## src/rtl/fnd_scan_decoder.sv

```systemverilog
// Receive-side monitor for a 4-digit multiplexed FND bus: rebuilds the displayed hex digits and decimal points.
// Optional stalled-scan detection is enabled by defining FND_SCAN_TIMEOUT_EN.
module fnd_scan_decoder #(
  parameter int STABLE_CYCLES  = 4,
  parameter int TIMEOUT_CYCLES = 100000
) (
  input  logic        i_clk,
  input  logic        i_rst_n,
  input  logic [3:0]  i_digit,
  input  logic [7:0]  i_font,
  output logic [15:0] o_bcd,
  output logic [3:0]  o_dp,
  output logic        o_frame_valid,
  output logic        o_err,
  output logic        o_stale
);

  localparam int CW = $clog2(STABLE_CYCLES + 1);
  localparam logic [CW-1:0] STABLE_MAX = CW'(STABLE_CYCLES);

  typedef enum logic [1:0] {IDLE, QUALIFY, HELD} state_t;

  state_t        state_reg, state_next;
  logic [11:0]   sample_reg;
  logic [CW-1:0] count_reg, count_next;
  logic [15:0]   shadow_reg;
  logic [3:0]    shadow_dp_reg;
  logic [3:0]    seen_reg;
  logic          frame_err_reg;
  logic [15:0]   bcd_reg;
  logic [3:0]    dp_reg;
  logic          err_reg;
  logic          frame_valid_reg;

  logic          same;
  logic          sel_blank, sel_illegal;
  logic [1:0]    sel_idx;
  logic [3:0]    font_val;
  logic          font_bad;
  logic          capture, illegal_hit;
  logic [3:0]    slot_hit;
  logic [15:0]   bcd_with;
  logic [3:0]    dp_with;
  logic [3:0]    seen_with;
  logic          frame_done;
  logic          err_now;

  assign same = ({i_digit, i_font} == sample_reg);

  always_comb begin
    sel_blank   = 1'b0;
    sel_illegal = 1'b0;
    sel_idx     = 2'd0;
    case (i_digit)
      4'b1111: sel_blank = 1'b1;
      4'b1110: sel_idx   = 2'd0;
      4'b1101: sel_idx   = 2'd1;
      4'b1011: sel_idx   = 2'd2;
      4'b0111: sel_idx   = 2'd3;
      default: sel_illegal = 1'b1;
    endcase
  end

  // Only the seven segment bits identify the glyph; dp is carried separately.
  always_comb begin
    font_val = 4'h0;
    font_bad = 1'b0;
    case (i_font[6:0])
      7'h40: font_val = 4'h0;
      7'h79: font_val = 4'h1;
      7'h24: font_val = 4'h2;
      7'h30: font_val = 4'h3;
      7'h19: font_val = 4'h4;
      7'h12: font_val = 4'h5;
      7'h02: font_val = 4'h6;
      7'h78: font_val = 4'h7;
      7'h00: font_val = 4'h8;
      7'h10: font_val = 4'h9;
      7'h08: font_val = 4'hA;
      7'h03: font_val = 4'hB;
      7'h46: font_val = 4'hC;
      7'h21: font_val = 4'hD;
      7'h06: font_val = 4'hE;
      7'h0E: font_val = 4'hF;
      default: font_bad = 1'b1;
    endcase
  end

  always_ff @(posedge i_clk or negedge i_rst_n) begin
    if (!i_rst_n) begin
      state_reg  <= IDLE;
      sample_reg <= '0;
      count_reg  <= '0;
    end else begin
      state_reg  <= state_next;
      sample_reg <= {i_digit, i_font};
      count_reg  <= count_next;
    end
  end

  // The run counter saturates, so a capture fires exactly once per dwell.
  always_comb begin
    count_next  = CW'(1);
    state_next  = QUALIFY;
    capture     = 1'b0;
    illegal_hit = 1'b0;
    if (same) begin
      count_next = (count_reg == STABLE_MAX) ? count_reg : count_reg + CW'(1);
    end
    if (sel_blank || sel_illegal) begin
      state_next  = IDLE;
      illegal_hit = sel_illegal && (count_next == STABLE_MAX) && (count_reg != STABLE_MAX);
    end else if (count_next == STABLE_MAX) begin
      state_next = HELD;
      capture    = (state_reg != HELD);
    end
  end

  genvar gi;
  generate
    for (gi = 0; gi < 4; gi++) begin : g_slot
      assign slot_hit[gi]        = capture && (sel_idx == 2'(gi));
      assign bcd_with[4*gi +: 4] = slot_hit[gi] ? font_val : shadow_reg[4*gi +: 4];
      assign dp_with[gi]         = slot_hit[gi] ? ~i_font[7] : shadow_dp_reg[gi];
    end
  endgenerate

  assign seen_with  = seen_reg | slot_hit;
  assign frame_done = capture && (seen_with == 4'hF);
  assign err_now    = (capture && font_bad) || illegal_hit;

  always_ff @(posedge i_clk or negedge i_rst_n) begin
    if (!i_rst_n) begin
      shadow_reg      <= '0;
      shadow_dp_reg   <= '0;
      seen_reg        <= '0;
      frame_err_reg   <= 1'b0;
      bcd_reg         <= '0;
      dp_reg          <= '0;
      err_reg         <= 1'b0;
      frame_valid_reg <= 1'b0;
    end else begin
      shadow_reg      <= bcd_with;
      shadow_dp_reg   <= dp_with;
      frame_valid_reg <= frame_done;
      if (frame_done) begin
        bcd_reg       <= bcd_with;
        dp_reg        <= dp_with;
        err_reg       <= frame_err_reg | err_now;
        seen_reg      <= '0;
        frame_err_reg <= 1'b0;
      end else begin
        seen_reg      <= seen_with;
        frame_err_reg <= frame_err_reg | err_now;
      end
    end
  end

`ifdef FND_SCAN_TIMEOUT_EN
  localparam int TW = $clog2(TIMEOUT_CYCLES + 1);
  localparam logic [TW-1:0] TIMEOUT_MAX = TW'(TIMEOUT_CYCLES);

  logic [TW-1:0] timeout_cnt_reg;
  logic          stale_reg;

  always_ff @(posedge i_clk or negedge i_rst_n) begin
    if (!i_rst_n) begin
      timeout_cnt_reg <= '0;
      stale_reg       <= 1'b0;
    end else if (frame_done) begin
      timeout_cnt_reg <= '0;
      stale_reg       <= 1'b0;
    end else if (timeout_cnt_reg != TIMEOUT_MAX) begin
      timeout_cnt_reg <= timeout_cnt_reg + TW'(1);
      if (timeout_cnt_reg + TW'(1) == TIMEOUT_MAX) begin
        stale_reg <= 1'b1;
      end
    end
  end

  assign o_stale = stale_reg;
`else
  assign o_stale = 1'b0;
`endif

  assign o_bcd         = bcd_reg;
  assign o_dp          = dp_reg;
  assign o_err         = err_reg;
  assign o_frame_valid = frame_valid_reg;

endmodule

```

## config.mk

```make
export PLATFORM = sky130hd
export DESIGN_NAME = fnd_scan_decoder
export DESIGN_NICKNAME = d
export VERILOG_FILES = /design/src/rtl/fnd_scan_decoder.sv
export SDC_FILE = /design/constraint.sdc
export NUM_CORES = 1
export LEC_CHECK = 0
export ABC_CLOCK_PERIOD_IN_PS = 2710
export BUFFER_PORTS_ARGS = -buffer_cell sky130_fd_sc_hd__buf_2
export CAP_MARGIN = 20
export CORE_ASPECT_RATIO = 0.5
export CORE_UTILIZATION = 28
export CTS_CLUSTER_DIAMETER = 80
export DETAILED_ROUTE_END_ITERATION = 6
export PLACE_DENSITY = 0.42
export SETUP_SLACK_MARGIN = 0.4
export SYNTH_ARGS = -nofsm -noshare
export SYNTH_HDL_FRONTEND = slang
export SYNTH_SLANG_ARGS = --single-unit
```

## constraint.sdc

```tcl
create_clock -name i_clk -period 2.71 [get_ports i_clk]
set_clock_uncertainty 0.1 [all_clocks]
set_input_delay 0.271 -clock i_clk [delete_from_list [all_inputs] [get_ports i_clk]]
set_output_delay 0.271 -clock i_clk [all_outputs]
set_load 0.005 [all_outputs]
```

==> flow_metrics.py <==
metrics = {
    "floorplan": {
        "ios": 37,
        "die_h_um": 77.14,
        "rows": 26,
        "die_x_um": 152.3,
        "initial_core_util_pct": 29.91,
        "die_area_um2": 11750,
        "core_um2": 10570,
    },
    "routing": {
        "drt-total-wl_um": 7824,
        "ant_nets": 0,
        "drt_iter0_drc": 147,
        "drt-pass1-iter-count": 6,
        "wl_per_cell_um": 16.10,
        "drc": 1,
        "vias_per_cell": 4.782,
        "via_count": 2324,
    },
    "cts": {
        "cts_buffers": 9,
        "cts.sinks": 64,
        "cts_tree": "yes",
        "cts-root-buf": "clkbuf_16",
        "cts_htree_levels": 3,
        "cts_buffer_depth": 2,
        "insertion_delay_ns": 0.33,
        "cts.reportedPaths.clkPinSlew_ns": 0.06,
    },
    "sta": {
        "drv_slew": 0,
        "whs_ns": 0.04729,
        "tns_ns": 0,
        "finalCriticalPeriod_ns": 2.574,
        "hold_viol": 0,
        "finalWorstSetupSlack_ns": 0.1364,
        "max_slew_margin_pct": 43.53,
        "setup_viol": 0,
        "fmax_mhz": 388.6,
        "worst_slew_pin_slew_ns": 0.8439,
        "rsz0062_at_grt": "true",
        "post-route-period-util_pct": 94.97,
    },
    "placement": {
        "placed_cell_area_um2": 3607,
        "place_inst": 446,
        "io_buffer_count": 35,
        "place_hpwl_um": 5232,
        "routabilityCongestion": 0.7862,
        "dpl_worst_slack_ns": -0.0002105,
    },
    "finish": {
        "nNetsFinal": 357,
        "final_util_pct": 40.71,
        "synthToLayoutAreaGrowth_pct": 36.13,
        "diodes": 0,
        "drive_above_1_share_pct": 42.49,
        "final_cells": 486,
        "design_area_um2": 4304,
    },
    "yosys": {
        "synth_most_common_cell": "dfrtp_1",
        "synth_area_leaders": "dfrtp_1 (51%), mux2_2 (10%), xnor2_1 (3.6%), mux2i_1 (2.8%), nand4_4 (2.0%)",
        "yosys.area_share.simple_pct": 16.30,
        "synth_common_cells": "dfrtp_1 (64), mux2_2 (28), nand2_1 (14)",
        "synth-seq-cells": 64,
        "synth_xor_area_share_pct": 3.601,
        "synth.distinct_cells": 58,
        "synth_top_family_by_area": "simple AND/OR/NAND/NOR gates",
        "synthCells": 271,
        "synth_fa_ha_area_share_pct": 1.108,
        "synth_area_per_cell_um2": 11.67,
        "ys_seq_area_share_pct": 50.65,
        "synth_area_um2": 3162,
        "synth-async-reset-ratio_pct": 100.0,
        "synth_top_area_cell": "dfrtp_1",
        "synth_nets": 287,
        "synth-compound-area-share_pct": 10.80,
        "synth_edf_count": 0,
        "synth-warning-count": 0,
        "synth_ff_type": "dfrtp_1",
        "yosys.area.top_type_share_pct": 50.65,
        "synthMuxAreaShare_pct": 13.65,
    },
    "power_and_ir_drop": {
        "p_clk_share_pct": 53.4,
        "switching_power_mw": 0.5355,
        "swShare_pct": 22.48,
        "p_int_mw": 1.846,
        "power.density_nw_per_um2": 553.3,
        "comb_power_share_pct": 5.8,
        "p_leak_nw": 2.073,
        "pwr-share-seq_pct": 40.8,
        "power_mw": 2.381,
        "ir_worst_vdd_mv": 0.2916,
    },
    "setup_path": {
        "rr_endpoint": "o_bcd[9]",
        "critPathLaunchType": "register",
        "r2r_start": "count_reg[0]",
        "cp.arrival_ns": 2.69,
        "crit_fanout": 6,
        "crit_path_end_kind": "register",
        "critical_path_required_ns": 2.83,
        "r2r_slack_ns": 0.14,
        "reg2regPathDepth": 8,
        "crit_type": "register to register",
    },
    "min_path": {
        "holdCritPathClass": "primary input to register",
        "min_to": "sample_reg[9]",
        "whs_path_depth": 1,
        "holdCritStartpoint": "i_digit[1]",
    },
    "run_status": {
        "status": "complete, but fails checks",
        "violations": "DRC",
    },
    "global_routing": {
        "grt_pass1_vias": 2396,
        "grt.total_usage_pct": 14.57,
        "grt_overflow": 0,
        "grt_pass1_wl_um": 13120,
        "grt_max_degree": 24,
        "antenna_found_initial": 0,
    },
    "flow_run": {
        "cap_violations": 0,
    },
}
[power groups by stage]
stage	clock network [mW]	registers [mW]	logic (mW)
floorplan	0	0.987	0.0755
global placement	0	0.988	0.135
detailed placement	0	0.988	0.137
CTS	1.30	0.971	0.141
global route	1.35	0.971	0.156
finish	1.27	0.971	0.138
[layout make-up]
type / instances / area, um2
Clock buffer: 10 / 239.0
Clock inverter: 6 / 91.34
Fill cell: 992 / 6269
Inverter: 12 / 45.04
Multi-Input combinational cell: 180 / 1578
Sequential cell: 64 / 1602
Tap cell: 140 / 175.2
Timing Repair Buffer: 74 / 574.3
[critical path, stage by stage, from the launching register on]
cell	delay (ns)
dfrtp_1	0.42
inv_2	0.09
ha_4	0.20
or4b_4	0.50
a21oi_4	0.24
buf_12	0.14
nand4_4	0.14
mux2_4	0.36
mux2_4	0.26
[worst max-delay path by stage]
stage,cells after the start,from,end,slack (ns)
3_5_place_dp,8,count_reg[0],o_bcd[1],-0.0002
6_report,8,count_reg[0],o_bcd[9],0.14
4_1_cts,8,count_reg[0],o_bcd[9],0.14
5_1_grt,11,count_reg[0],o_dp[1],0.01
2_1_floorplan,8,count_reg[0],o_bcd[12],0.03
3_3_place_gp,7,count_reg[0],o_bcd[9],0.05
[logic make-up after synthesis]
| logic type | after synthesis |
|---|---|
| buffers and inverters | 27 |
| AOI/OAI and AO/OA | 46 |
| adders and majority gates | 3 |
| xor gates and xnor gates | 13 |
| and+or+nand+nor | 78 |
| muxes | 39 |
| DFF | 64 |
| other | 1 |
[layout by cell type (no fill, tap or decap), types with 3 or more instances in the layout]
cell and count:
a21boi_2 3, a21oi_1 5, a21oi_2 4, a31oi_1 3, and3b_1 4, buf_12 5
buf_2 35, buf_4 23, buf_6 9, clkbuf_16 9, clkinvlp_4 3, dfrtp_1 64
inv_1 10, mux2_2 22, mux2_4 8, mux2i_1 7, nand2_1 14, nand2b_1 4
nand3_1 5, nand4_1 5, nand4_4 3, nor2_1 12, nor2b_1 4, nor3_1 5
o21ai_0 3, o21bai_1 5, xnor2_1 13
[metal layers]
| layer | share of wire (%) | vias up | track usage [%] |
|---|---|---|---|
| met3 | 4.0 | 8 | 4.579 |
| met1 | 52 | 1156 | 20.76 |
| li1 | - | 1118 | - |
| met5 | 0 | - | 0 |
| met4 | 0.73 | 0 | 3.163 |
| met2 | 43 | 42 | 21.34 |
[timing repair]
item / 4_1_cts / 5_1_grt
pin swaps: 6 / 0
hold endpoints to repair: 21 / 0
hold buffers: 1 / 0
endpoints found under the setup margin: 44 / 45
resized for setup: 24 / 16
buffers inserted: 17 / 6
Note: power is estimated with default switching activity, not from simulation.
